File: src/rtl/multicycle_control_unit.sv
// Moore control FSM for a multicycle RV32I datapath: fetch/decode/execute/memory/writeback
// sequencing with bounded memory waits, sticky trap flags and a retired-instruction counter.
module multicycle_control_unit #(
    parameter int OPCODE_W   = 7,
    parameter int ALUOP_W    = 2,
    parameter int WAIT_LIMIT = 16,
    parameter int CNT_W      = 32
) (
    input  logic                clk,
    input  logic                reset_n,
    input  logic [OPCODE_W-1:0] OPcode,
    input  logic                zero,
    input  logic                mem_ready,
    output logic                PCWrite,
    output logic                IRWrite,
    output logic                IorD,
    output logic                MemRead,
    output logic                MemWrite,
    output logic [1:0]          MemtoReg,
    output logic                PCSource,
    output logic                ALUSrcA,
    output logic [1:0]          ALUSrcB,
    output logic [ALUOP_W-1:0]  ALUOp_out,
    output logic                RegWrite,
    output logic                branch,
    output logic                illegal_instr,
    output logic                mem_timeout,
    output logic [CNT_W-1:0]    retired,
    output logic [3:0]          state_out
);

    typedef enum logic [3:0] {
        IDLE      = 4'd0,
        FETCH     = 4'd1,
        DECODE    = 4'd2,
        EXEC_R    = 4'd3,
        EXEC_I    = 4'd4,
        MEM_ADDR  = 4'd5,
        MEM_READ  = 4'd6,
        MEM_WB    = 4'd7,
        MEM_WRITE = 4'd8,
        BRANCH    = 4'd9,
        JAL       = 4'd10,
        ALU_WB    = 4'd11,
        TRAP      = 4'd12
    } StateT;

    localparam int                  WCNT_W    = $clog2(WAIT_LIMIT + 1);
    localparam logic [WCNT_W-1:0]   WAIT_LAST = WCNT_W'(WAIT_LIMIT - 1);
    localparam logic [OPCODE_W-1:0] OP_R      = OPCODE_W'(7'b0110011);
    localparam logic [OPCODE_W-1:0] OP_I      = OPCODE_W'(7'b0010011);
    localparam logic [OPCODE_W-1:0] OP_LOAD   = OPCODE_W'(7'b0000011);
    localparam logic [OPCODE_W-1:0] OP_STORE  = OPCODE_W'(7'b0100011);
    localparam logic [OPCODE_W-1:0] OP_BR     = OPCODE_W'(7'b1100011);
    localparam logic [OPCODE_W-1:0] OP_JAL    = OPCODE_W'(7'b1101111);

    StateT             r_state;
    logic [WCNT_W-1:0] r_waitCnt;
    logic [CNT_W-1:0]  r_retired;
    logic              r_illegal;
    logic              r_timeout;

    logic w_inWait;
    logic w_expired;

    assign w_inWait  = (r_state == FETCH) || (r_state == MEM_READ) || (r_state == MEM_WRITE);
    assign w_expired = w_inWait && !mem_ready && (r_waitCnt == WAIT_LAST);

    // The wait counter only survives while a memory state keeps stalling; any exit clears it.
    always_ff @(posedge clk or negedge reset_n) begin
        if (!reset_n) begin
            r_state   <= IDLE;
            r_waitCnt <= '0;
            r_retired <= '0;
            r_illegal <= 1'b0;
            r_timeout <= 1'b0;
        end else begin
            r_waitCnt <= '0;
            if (w_inWait && !mem_ready) begin
                r_waitCnt <= r_waitCnt + 1'b1;
            end
            if (w_expired) begin
                r_state   <= TRAP;
                r_timeout <= 1'b1;
            end else begin
                case (r_state)
                    IDLE:   r_state <= FETCH;
                    FETCH:  if (mem_ready) r_state <= DECODE;
                    DECODE: begin
                        case (OPcode)
                            OP_R:              r_state <= EXEC_R;
                            OP_I:              r_state <= EXEC_I;
                            OP_LOAD, OP_STORE: r_state <= MEM_ADDR;
                            OP_BR:             r_state <= BRANCH;
                            OP_JAL:            r_state <= JAL;
                            default: begin
                                r_state   <= TRAP;
                                r_illegal <= 1'b1;
                            end
                        endcase
                    end
                    EXEC_R, EXEC_I: r_state <= ALU_WB;
                    MEM_ADDR: r_state <= (OPcode == OP_LOAD) ? MEM_READ : MEM_WRITE;
                    MEM_READ: if (mem_ready) r_state <= MEM_WB;
                    MEM_WB, ALU_WB, BRANCH, JAL: begin
                        r_state   <= FETCH;
                        r_retired <= r_retired + 1'b1;
                    end
                    MEM_WRITE: begin
                        if (mem_ready) begin
                            r_state   <= FETCH;
                            r_retired <= r_retired + 1'b1;
                        end
                    end
                    TRAP:    r_state <= TRAP;
                    default: r_state <= TRAP;
                endcase
            end
        end
    end

    always_comb begin
        PCWrite   = 1'b0;
        IRWrite   = 1'b0;
        IorD      = 1'b0;
        MemRead   = 1'b0;
        MemWrite  = 1'b0;
        MemtoReg  = 2'b00;
        PCSource  = 1'b0;
        ALUSrcA   = 1'b0;
        ALUSrcB   = 2'b00;
        ALUOp_out = '0;
        RegWrite  = 1'b0;
        branch    = 1'b0;
        case (r_state)
            FETCH: begin
                MemRead = 1'b1;
                ALUSrcB = 2'b01;
                IRWrite = mem_ready;
                PCWrite = mem_ready;
            end
            DECODE: ALUSrcB = 2'b10;
            EXEC_R: begin
                ALUSrcA   = 1'b1;
                ALUOp_out = ALUOP_W'(2'b10);
            end
            EXEC_I: begin
                ALUSrcA   = 1'b1;
                ALUSrcB   = 2'b10;
                ALUOp_out = ALUOP_W'(2'b11);
            end
            MEM_ADDR: begin
                ALUSrcA = 1'b1;
                ALUSrcB = 2'b10;
            end
            MEM_READ: begin
                MemRead = 1'b1;
                IorD    = 1'b1;
            end
            MEM_WB: begin
                RegWrite = 1'b1;
                MemtoReg = 2'b01;
            end
            MEM_WRITE: begin
                MemWrite = 1'b1;
                IorD     = 1'b1;
            end
            BRANCH: begin
                branch    = 1'b1;
                ALUSrcA   = 1'b1;
                ALUOp_out = ALUOP_W'(2'b01);
                PCSource  = 1'b1;
                PCWrite   = zero;
            end
            JAL: begin
                PCWrite  = 1'b1;
                PCSource = 1'b1;
                RegWrite = 1'b1;
                MemtoReg = 2'b10;
            end
            ALU_WB:  RegWrite = 1'b1;
            default: ;
        endcase
    end

    assign retired       = r_retired;
    assign illegal_instr = r_illegal;
    assign mem_timeout   = r_timeout;
    assign state_out     = r_state;

endmodule

File: config.mk
export PLATFORM = sky130hd
export DESIGN_NAME = multicycle_control_unit
export DESIGN_NICKNAME = d
export VERILOG_FILES = /design/src/rtl/multicycle_control_unit.sv
export SDC_FILE = /design/constraint.sdc
export NUM_CORES = 1
export LEC_CHECK = 0
export ABC_AREA = 1
export ABC_CLOCK_PERIOD_IN_PS = 1740
export CAP_MARGIN = 0
export CELL_PAD_IN_SITES_DETAIL_PLACEMENT = 2
export CELL_PAD_IN_SITES_GLOBAL_PLACEMENT = 2
export CORE_MARGIN = 4
export CORE_UTILIZATION = 27
export DETAILED_ROUTE_END_ITERATION = 10
export PLACE_DENSITY = 0.86
export SYNTH_ARGS = -nofsm -noshare
export SYNTH_HDL_FRONTEND = slang
export SYNTH_SLANG_ARGS = --single-unit
File: constraint.sdc
create_clock -name clk -period 1.74 [get_ports clk]
set_input_delay 0.348 -clock clk [delete_from_list [all_inputs] [get_ports clk]]
set_output_delay 0.348 -clock clk [all_outputs]
set_load 0.01 [all_outputs]
Word level (Yosys, flattened, before mapping)
Index checks and enable logic that the tools add are counted.

Bits of input ports: 11. Flip-flop bits (word level): 43. Word-level logic and storage cells: 74.

Equality and inequality tests: 22. Muxes and demuxes: 22. Add/sub/neg operators: 2. Bitwise gates (word level): 2. Reductions and logical operators: 21.

Operators by type and width (number): $pmux W32 S2 (1); $add A32 B1 Y32 const B (1); $mux W32 (1); $pmux W4 S7 (1); $mux W4 (5); $pmux W4 S5 (1); $eq A4 B3 Y1 const B (4); $eq A4 B4 Y1 const B (4); $eq A7 B6 Y1 const B (2); $eq A7 B7 Y1 const B (2); $reduce_or A2 Y1 (5); $ne A3 B3 Y1 const B (3); $reduce_and A3 Y1 (3); $eq A4 B2 Y1 const B (2); $mux W1 (8); $pmux W2 S2 (2); $reduce_or A4 Y1 (2); $eq A7 B2 Y1 const B (1); $eq A7 B5 Y1 const B (1); $pmux W2 S3 (1); $reduce_or A3 Y1 (2); $reduce_or A6 Y1 (1); $add A5 B1 Y5 const B (1); $eq A5 B4 Y1 const B (1); 11 further kinds (14).

Logic depth before layout (Yosys ltp)
Depth after elaboration: 7. Mapped depth: 10. Depth with buffers taken out: 10.

Least setup slack after synthesis
No wires, ideal clock.

Kind: register to output. From: reg r_state[3], in the netlist state_out[3]. To: out ALUSrcA. Path slack: 0.091 ns. Stages on the path, launching flop included: 6. Path buffers: 0. Arrival time: 1.301 ns. Path through: dfrtp_1 > nor2_1 > inv_1 > o21ai_0 > inv_1 > nand2_1.

Word-level cells in the longest chain between the ends: 3.

Ends and longest elaborated chain: start: declaration (line 57) `StateT r_state;`; start signal: assignment (line 103) `MEM_ADDR: r_state <= (OPcode == OP_LOAD) ? MEM_READ : MEM_WRITE;`; $eq A4 B4 Y1 (tied with other cells) (line 135) `case (r_state)`; $reduce_or A4 Y1 (no line) (*); $mux W1 (*) (line 135); end: declaration (line 21) `output logic ALUSrcA,`.

Every way passes the cells marked *; elsewhere a longest branch is shown, timed or not.

Final worst setup path
Ends and elaborated chain as after synthesis.

==> results.md <==
- The number of failing hold endpoints at the final stage is 0.
- The synthesized design spends more area on one cell type than any other, namely sky130_fd_sc_hd__dfrtp_1.
- The checks that failed: setup timing.
- The remaining design rule violation count is 0.
- The share of post-route cells with drive strength above 1 is 31.3%.
- The floorplan die area is 0.0123 sq mm.
- The final layout contains 584 nets.
- In this run the cell area of the synthesized design comes to 0.00286 sq mm.
- The filler cell count is 1181.
- Setup repair after global routing could not meet its margin everywhere.
- Measured on the finished design, the core utilization comes to 44.9%.
- The CTS tree is done.
- Summed over its instances, the top area cell type makes up 37.7% of the synthesized netlist area.
- STA puts the critical path data required time at 1390 ps.
- The first global-routing pass estimated 20900 um of wire.
- The wire length reported by the detailed router is 16600 um.
- In this run the worst path has a maximum fanout of 4.
- Global routing used 21.0% of the available tracks.
- The post-detailed-route count of antenna-violating nets is 0.
- The Yosys warning count is 0.
- The type of destination of the critical path is an output pin.
- The post-route clock skew is 10.7 ps.
- The number of pins with negative max-slew slack in the final report was 0.
- The measured slew at the worst slew-check pin is 518 ps.
- The flow ran to the end, but the final reports show violations.
- The number of optimization iterations in the first detailed-route pass is 4.
- The gate count after technology mapping is 441.
- Buffers placed on the I/O ports in this run total 63.
- The worst setup path is launched from a flop.
- The number of violations of the max-capacitance limit is 0.
- The netlist uses 29 different library cells.
- After synthesis the netlist holds a flip-flop and latch count of 43.
- The first routing iteration left 144 violations.
- The primary flip-flop cell chosen by synthesis mapping is sky130_fd_sc_hd__dfrtp_1.
- Registers take 0.00110 sq mm.
- The most critical setup path has its startpoint at state_out[3].
- Sorting the synthesized cells by how often they occur yields sky130_fd_sc_hd__nand2_1, sky130_fd_sc_hd__nor2_1, sky130_fd_sc_hd__inv_1.
- The type of the worst min-delay path is in -> async.
- The cell with the largest stage delay on the worst path is sky130_fd_sc_hd__dfrtp_2.
- The post-cts hold buffer count is 0.
- The floorplan row count is 37.
- Yosys instantiated no cell more often than sky130_fd_sc_hd__nand2_1.
- Walking the worst path, the cells encountered are buf_6, nor2_4, inv_2, nor2_4, nor2_1, nand2_1, buf_2.
- After layout, the worst setup slack is -226 ps.
- On the critical path the largest part of the delay comes from simple AND/OR/NAND/NOR gates.
- Setup violations remaining at the end of the flow were counted as 50.
- Dividing the synthesized area by the synthesized cell count gives 6.48 sq um.
- The most numerous cell type found on the critical path is sky130_fd_sc_hd__nor2_4.
- The pin count of the biggest net entering global routing is 26.
- In this run, CTS created clock tree buffers numbering 5.
- The standard cell core area is 0.0103 sq mm.
- The routed layout has 3548 vias.
- The count of antenna diodes in the layout is 0.
- The number of clock sinks is 43.
- The clock tree buffer depth is 2.
- During I/O placement, the number of pins put on the boundary was 64.
- Summing all multi-input logic gate instances after layout gives 0.00182 sq mm.
- The clock reaches the later pin of the worst-skew pair after 310 ps.
- The number of antenna violations at the first check in global routing is 0.
- The share of flip-flops with an asynchronous set or reset is 100%.
- The worst flop-to-flop path startpoint is state_out[1].
- The critical path is of the reg -> out type.
- The detail-routed via count per cell is 5.02.
- For this configuration, the core starts out at a cell density of 27.7%.
- The half-perimeter wire length after placement is 9320 um.
- The number of global-route vias before repair was 3822.
- After synthesis, the cell types taking the most area are sky130_fd_sc_hd__dfrtp_1, sky130_fd_sc_hd__nand2_1, sky130_fd_sc_hd__nor2_1.
- The shortest period the worst path allows is 1970 ps.
- Across the VDD grid, the largest voltage drop is 343 uV.
- The placed instance area is 0.00393 sq mm.
- The final non-filler cell area is 0.00464 sq mm.
- The worst slack at placement is -446 ps.
- The weighted congestion reported at the end of routability-driven placement is 0.881.
- The register area share after synthesis is 37.7%.
- The clock-pin slew on the worst setup and hold paths is 90 ps.
- For the worst setup path, the data arrival time is 1620 ps.
- The number of nets in the synthesized netlist is 455.
- The ratio of final minimum period to clock period is 113%.
- The post-route setup TNS is -3870 ps.
- In this run the power density over the cells is 395 mW/mm^2.
- In this design, the stage delay of the slowest critical-path cell is 450 ps.
- Based on the critical path, the design can be clocked at up to 509 MHz.
- The wire length per cell is 23.4 um.
- The root buffer cell is sky130_fd_sc_hd__clkbuf_8.
- The die outline width is 111 um.
- Summed over all layers, the global routing overflow is 0.
- The die is 111 um tall.
- The H-tree was split into 2 levels.
- The area growth from synthesis to layout is 62.4%.
- The remaining max-slew budget at the tightest pin is 65.5%.
- The leakage power is 2.21 nW.
- The number of buffer and inverter instances along the worst setup path is 3.
- In this run, synthesis inferred 0 flip-flops with an integrated enable.
[layout by cell type, fill, tap and decap left out, types with 5 or more instances in the layout]
| master | count |
|---|---|
| sky130_fd_sc_hd__nor2_2 | 9 |
| sky130_fd_sc_hd__dfrtp_2 | 17 |
| sky130_fd_sc_hd__inv_2 | 8 |
| sky130_fd_sc_hd__nand3_1 | 23 |
| sky130_fd_sc_hd__nand2_2 | 9 |
| sky130_fd_sc_hd__dfrtp_1 | 26 |
| sky130_fd_sc_hd__buf_12 | 6 |
| sky130_fd_sc_hd__clkdlybuf4s50_1 | 39 |
| sky130_fd_sc_hd__inv_4 | 5 |
| sky130_fd_sc_hd__nor2_4 | 21 |
| sky130_fd_sc_hd__buf_6 | 18 |
| sky130_fd_sc_hd__nand2_1 | 168 |
| sky130_fd_sc_hd__xor2_1 | 9 |
| sky130_fd_sc_hd__clkbuf_8 | 7 |
| sky130_fd_sc_hd__buf_4 | 42 |
| sky130_fd_sc_hd__nor2_1 | 58 |
| sky130_fd_sc_hd__buf_2 | 10 |
| sky130_fd_sc_hd__inv_1 | 38 |
| sky130_fd_sc_hd__nand2_4 | 6 |
[per-stage QoR]
stage / hold WS, ps / instances / total power [W]
floorplan: 52.4 / 441 / 0.00103
global placement: 355 / 674 / 0.00108
detailed placement: 348 / 674 / 0.00109
CTS: 14.0 / 695 / 0.00183
global route: 41.4 / 707 / 0.00189
finish: 3.70 / 707 / 0.00183
[worst reg2reg max path, delay by kind of cell, from the launching register on]
| kind | cells | cell delay [ps] |
|---|---|---|
| buf+inv | 5 | 640 |
| simple gates | 5 | 470 |
| flops | 1 | 440 |
| xor+xnor | 1 | 240 |
[area by class of cell]
| type | count | area share [%] |
|---|---|---|
| Clock buffer | 8 | 2.16 |
| Timing Repair inverter | 1 | 0.189 |
| Tap cell | 136 | 3.67 |
| Multi-Input combinational cell | 342 | 39.3 |
| Timing Repair Buffer | 125 | 26.3 |
| Sequential cell | 43 | 23.7 |
| Inverter | 52 | 4.75 |
[cells by family after synthesis]
kind of cell    after synthesis  synth area share (%)
buf+inv                      56                  8.15
xor+xnor                     14                  4.29
simple gates                310                  45.6
flops                        43                  37.7
compound gates               15                  2.93
fa+ha+maj                     3                  1.31
[registers in the layout, summed over array words and instances, names as in the netlist]
register and flops:
retired 32, r_waitCnt 5, mem_timeout 1, illegal_instr 1
state_out 4
[metal layers]
| metal | vias to the layer above | share of wire [%] | track usage, % |
|---|---|---|---|
| met5 | - | 0 | 0 |
| met4 | 0 | 4.2 | 5.75 |
| met3 | 44 | 3.5 | 2.73 |
| met2 | 98 | 53 | 39.6 |
| met1 | 1802 | 39 | 24.9 |
| li1 | 1604 | - | - |
[what timing repair did]
action	CTS	global route
endpoints found under the hold margin	0	0
endpoints found under the setup margin	25	64
setup buffers	13	10
pin swaps	15	16
gates cloned	0	3
resized for setup	119	80
[power by group]
part	internal (W)	total, W	switching (W)
clock	0.000364	0.000760	0.000396
sequential	0.000998	0.000998	0
combinational	0.0000283	0.0000734	0.0000451
[worst paths after layout]
check,end,slack [ps],cells after the start
setup / recovery,ALUSrcA,-230,7
hold / removal,retired[12],4,1
setup reg to reg,retired[9],-150,11
hold reg to reg,r_waitCnt[0],470,1
max in group asynchronous,retired[3],1190,2
min in group clk,r_waitCnt[0],470,1
No activity file was read; power rests on OpenSTA's default activity.
